<file path="src/rtl/mips_pkg.sv">
// Shared MIPS datapath definitions: word and register-address types and
// architectural register constants used by the register file and the ALU.
package mips_pkg;

  localparam int DATA_W    = 32;
  localparam int ADDR_W    = 5;
  localparam int REG_COUNT = 32;

  typedef logic [31:0] word_t;
  typedef logic [4:0]  reg_addr_t;

  localparam reg_addr_t ZERO_REG = 5'd0;
  localparam reg_addr_t RA_REG   = 5'd31;

endpackage

</file>
<file path="src/rtl/mips_register_file.sv">
// 32 x 32 MIPS register file: two async read ports, one sync write port and a
// debug read port. Define REGFILE_WRITE_BYPASS_EN for write-through forwarding.
module mips_register_file #(
  parameter int DATA_W = 32,
  parameter int ADDR_W = 5
) (
  input  logic              clk,
  input  logic              reset,
  input  logic [ADDR_W-1:0] A1,
  input  logic [ADDR_W-1:0] A2,
  input  logic [ADDR_W-1:0] A3,
  input  logic [DATA_W-1:0] WD3,
  input  logic              WE3,
  input  logic [ADDR_W-1:0] DbgA,
  output logic [DATA_W-1:0] RD1,
  output logic [DATA_W-1:0] RD2,
  output logic [DATA_W-1:0] DbgRD
);
  import mips_pkg::*;

  localparam int DEPTH = 2 ** ADDR_W;
  localparam logic [ADDR_W-1:0] ZERO_ADDR = ADDR_W'(ZERO_REG);

  // $0 is hardwired, so storage starts at register 1
  logic [DATA_W-1:0] regs [1:DEPTH-1];

  logic write_hit;
  assign write_hit = WE3 && (A3 != ZERO_ADDR);

  always_ff @(posedge clk or posedge reset) begin
    if (reset) begin
      for (int i = 1; i < DEPTH; i++) begin
        regs[i] <= '0;
      end
    end else if (write_hit) begin
      regs[A3] <= WD3;
    end
  end

  function automatic logic [DATA_W-1:0] read_port(input logic [ADDR_W-1:0] addr);
    logic [DATA_W-1:0] data;
    data = '0;
    if (addr != ZERO_ADDR) begin
      data = regs[addr];
`ifdef REGFILE_WRITE_BYPASS_EN
      // Forward the pending write so a same-cycle read sees the new value
      if (!reset && write_hit && (addr == A3)) begin
        data = WD3;
      end
`endif
    end
    return data;
  endfunction

  always_comb begin
    RD1   = read_port(A1);
    RD2   = read_port(A2);
    DbgRD = read_port(DbgA);
  end

endmodule

</file>
<file path="config.mk">
export PLATFORM = sky130hd
export DESIGN_NAME = mips_register_file
export DESIGN_NICKNAME = d
export VERILOG_FILES = /design/src/rtl/mips_pkg.sv /design/src/rtl/mips_register_file.sv
export SDC_FILE = /design/constraint.sdc
export NUM_CORES = 2
export LEC_CHECK = 0
export CAP_MARGIN = 20
export CORE_MARGIN = 4
export CORE_UTILIZATION = 45
export CTS_CLUSTER_DIAMETER = 60
export CTS_CLUSTER_SIZE = 12
export DETAILED_ROUTE_END_ITERATION = 10
export HOLD_SLACK_MARGIN = 0.1
export PLACE_DENSITY_LB_ADDON = 0.3
export SLEW_MARGIN = 25
export SYNTH_ARGS = -nofsm -noshare
export SYNTH_HDL_FRONTEND = slang
export SYNTH_SLANG_ARGS = --single-unit
</file>
<file path="constraint.sdc">
create_clock -name clk -period 37.8 [get_ports clk]
set_clock_uncertainty 0.05 [all_clocks]
set_input_delay 5.67 -clock clk [delete_from_list [all_inputs] [get_ports clk]]
set_output_delay 5.67 -clock clk [all_outputs]
set_load 0.05 [all_outputs]
</file>
**After elaboration in Yosys (flattened, before gate mapping)**

Index checks and enable logic that the tools add are counted.

- Magnitude comparators: 5
- Mux-type cells: 15
- Bitwise gates (word level): 4
- Reduce and logical (&&, ||, !) cells: 6

Operators with widths:

| operator | count |
|---|---|
| 992-bit bitwise mux | 1 |
| 32-bit binary-select mux with 5-bit select | 3 |
| 32-bit two-way mux | 10 |
| 32-bit demux with 5-bit select | 1 |
| 6-bit >= comparator (second input constant) | 4 |
| 5-bit NOT with 6-bit output | 4 |
| 5-bit nonzero test | 4 |
| 6-bit by 1-bit less-than comparator with 1-bit output (second input constant) | 1 |
| 1-bit logical AND | 2 |

- Register bits after elaboration: 992
- Bits of input ports: 55
- Output and inout bits: 96
- Logic and storage cells: 61

**Depth between registers and ports, before layout**

- Word-level depth: 6
- Gate-level depth with buffers: 10

**Least setup slack after synthesis**

OpenSTA, ideal clock, no wires.

- Path type: input port to output port
- From: in A1[0]
- To: out RD1[0]
- Arrival: 8.052 ns
- Required time: 32.080 ns
- Setup slack: 24.028 ns
- Stages on the path: 9
- Path buffers: 5
- Path through: buf_2 -> buf_4 -> buf_6 -> buf_4 -> buf_2 -> a221oi_1 -> nor3_1 -> a211oi_1 -> a211oi_1

- Word-level cells in the longest chain between the ends: 5

Ends and longest elaborated chain:

| item | RTL line | RTL |
|---|---|---|
| start: declaration | mips_register_file.sv:9 | `input logic [ADDR_W-1:0] A1,` |
| 5-bit NOT with 6-bit output (not written as such) | mips_register_file.sv:44 | `data = regs[addr];` |
| 32-bit binary-select mux with 5-bit select | mips_register_file.sv:44 |  |
| 32-bit two-way mux (not written as such) (2 in a row) | mips_register_file.sv:44 |  |
| 32-bit two-way mux (*) | mips_register_file.sv:43 | `if (addr != ZERO_ADDR) begin` |
| end: declaration | mips_register_file.sv:15 | `output logic [DATA_W-1:0] RD1,` |

Every way passes the cells marked *; elsewhere a longest branch is shown, timed or not. The select of a mux whose other input is x is not followed.

**Worst setup path after layout**

- From: in A1[2]
- To: out RD1[19]

The elaborated chain is that of the path after synthesis.

==> metrics.txt <==
status complete, no violations; total number of vias roughly 42,000; setup_tns 0 ns; Synth Cell Area around 62,000 um^2; RSZ-0062 raised after global routing false; main area contributors after synthesis dfrtp_1 40%, mux4_2 23%, mux2_2 22%; Pins Over Slew Limit 0; Net count, final 4,225; Finished Cell Area between 60,000 and 70,000 um^2; Design Power 3.46 mW; post-CTS sizing 0; EDFF count, synth 0; Die X-Extent ~380 um; detailed-placement wirelength estimate approximately 110,000 um; Top FF cell, synth dfrtp_1; Post-Syn Area per Cell approximately 14 um^2; Least-Margin Pin Slew approximately 1.2 ns; Max-Cap Viols 0; Synth cell types 42; VDD IR max between 0.00004 and 0.00005 V; Post-CTS Setup Bufs 0; DIE AREA approximately 140,000 um^2; area grow syn2layout 9.39%; met2 WL around 95,000 um; DIE HEIGHT between 300 and 400 um; Largest Register regs; CTS tree yes; Cells after Synth 4,315; max reg flops approximately 990; WL met1 ~86,000 um; Achievable Freq a little over 60 MHz; top layer in use met5; post-route ant nets 0; Vias/cell ~7; Initial Util 0.454; I/O pin cnt roughly 150; GR Overflow Total 0; post-detailed-routing wire length 210,000 um; core occupancy in the finished layout 0.497; TritonCTS Buffers approximately 110; critical path launch point type primary input; top-area cell type share of the netlist area 0.402; FP Rows roughly 140; # clock sinks about 1,000; Tot GR Track Use 0.293; largest net degree at the start of global routing ~120; Worst Path Required roughly 32 ns; Crit Path Class primary input to output pin; Synth warnings 0; Final min period approximately 16 ns; WP data arrival 10.51 ns; Skew-Pair Late Insertion Delay 0.71 ns; Cell Count, Final, Fillers Out between 6,000 and 7,000; total placed cells including tap cells just under 6,000; Post-CTS Hold Buffers 0; Leakage 28.2 nW; final worst slack 21.57 ns; Mapped Nets 4,370; final hold slack 0.494 ns; Area after DPL 64,200 um^2; Clock transition at path regs 0.06 ns; Worst Setup End Kind output pin; Met3 Wirelength ~20,000 um; sequential share of the synthesized area 0.402; 1st-pass router iterations 5; Final setup viols 0; routability congestion estimate from global placement slightly above 0.8; pre-CTS setup slack around 22 ns; clock buffer depth 3; cell taking the most area after synthesis dfrtp_1; IO Port Bufs 150; top flop regs regs (992); crit share post-route 0.429; Residual DRC 0; Fin. Hold Viols 0; first-pass GRT wire length 307,000 um; worst min path class flip-flop to flip-flop; Synth Register Bits between 900 and 1,000; wire per inst ~35 um; Slew HR 0.212; vias in the first global route roughly 42,000; Max H-tree Level 3; CP max FO 82; initial antenna violation count 13; Power Dens Cells around 50 nW/um^2; Root Buffer clkbuf_16; layout cell share with drive strength beyond 1 0.508; DR iter-0 viols between 4,000 and 5,000; Async SR Flop Fraction 1.00; core area between 100,000 and 150,000 um^2
-- layer usage --
layer / up-vias / GRT usage
met1: 22842 / 0.414
li1: 16711 / -
met3: 431 / 0.0705
met5: - / 0
met2: 2326 / 0.444
met4: 8 / 0.105
-- path summary, 6_finish.rpt --
path / from / to / slack (ns) / cells past startpoint
max in group asynchronous: reset / regs[393] / 29.09 / 5
min in group asynchronous: reset / regs[122] / 5.45 / 2
worst max register to register: regs[959] / regs[959] / 36.85 / 1
worst max-delay path: A1[2] / RD1[19] / 21.57 / 8
worst min register to register: regs[793] / regs[793] / 0.49 / 1
worst min-delay path: regs[793] / regs[793] / 0.49 / 1
-- cells in the final DEF, fill, tap and decap left out, types with 22 or more instances in the layout --
cell type and count:
nor2_1 22, clkdlybuf4s50_1 107, mux2i_1 248, mux2_2 1181
and3_1 33, dfrtp_1 992, a22oi_1 40, a211oi_1 71
a21oi_1 61, o211ai_1 43, buf_4 82, clkbuf_16 109
nor2b_1 86, buf_2 29, nand2_1 87, nor3_1 64
mux4_2 629, o21ai_0 34, a221oi_1 74
-- cell families after synthesis --
| group | synth area share |
|---|---|
| buffers and inverters | 0.0356 |
| DFF | 0.402 |
| muxes | 0.485 |
| and+or+nand+nor | 0.0319 |
| AOI/OAI and AO/OA | 0.0449 |
-- power breakdown --
group	internal, mW	switching, mW	total [mW]	leakage (nW)
logic	0.527	0.413	0.940	13.8
registers	1.27	0.205	1.48	12.7
clock network	0.588	0.458	1.05	1.65
total	2.39	1.08	3.46	28.2
-- critical path: stages --
cell and delay [ns]:
buf_8 0.63, buf_4 0.89, buf_4 0.79, mux4_2 0.36, mux2_2 0.14, a211oi_1 0.09, a211oi_1 0.81, clkdlybuf4s50_1 0.96
-- layout make-up --
class,instances,area (um^2)
clock buffers,129,2930
flip-flops and latches,992,24800
multi-input cells,2831,35000
repair buffers,235,2100
diodes,3,7.51
inverters,3,18.8
clock inverters,40,429
fillers,11687,68300
well taps,1781,2230
-- Yosys cell counts, types with 61 or more instances --
cell      instances
a221oi_1         74
dfrtp_1         992
mux4_2          629
mux2_2         1181
mux2i_1         248
nand2_1         102
nor3_1           64
buf_1            71
buf_2           158
clkbuf_1        224
a211oi_1         71
a21oi_1          61
nor2b_1          92
Power figures use the tool's default switching activity.
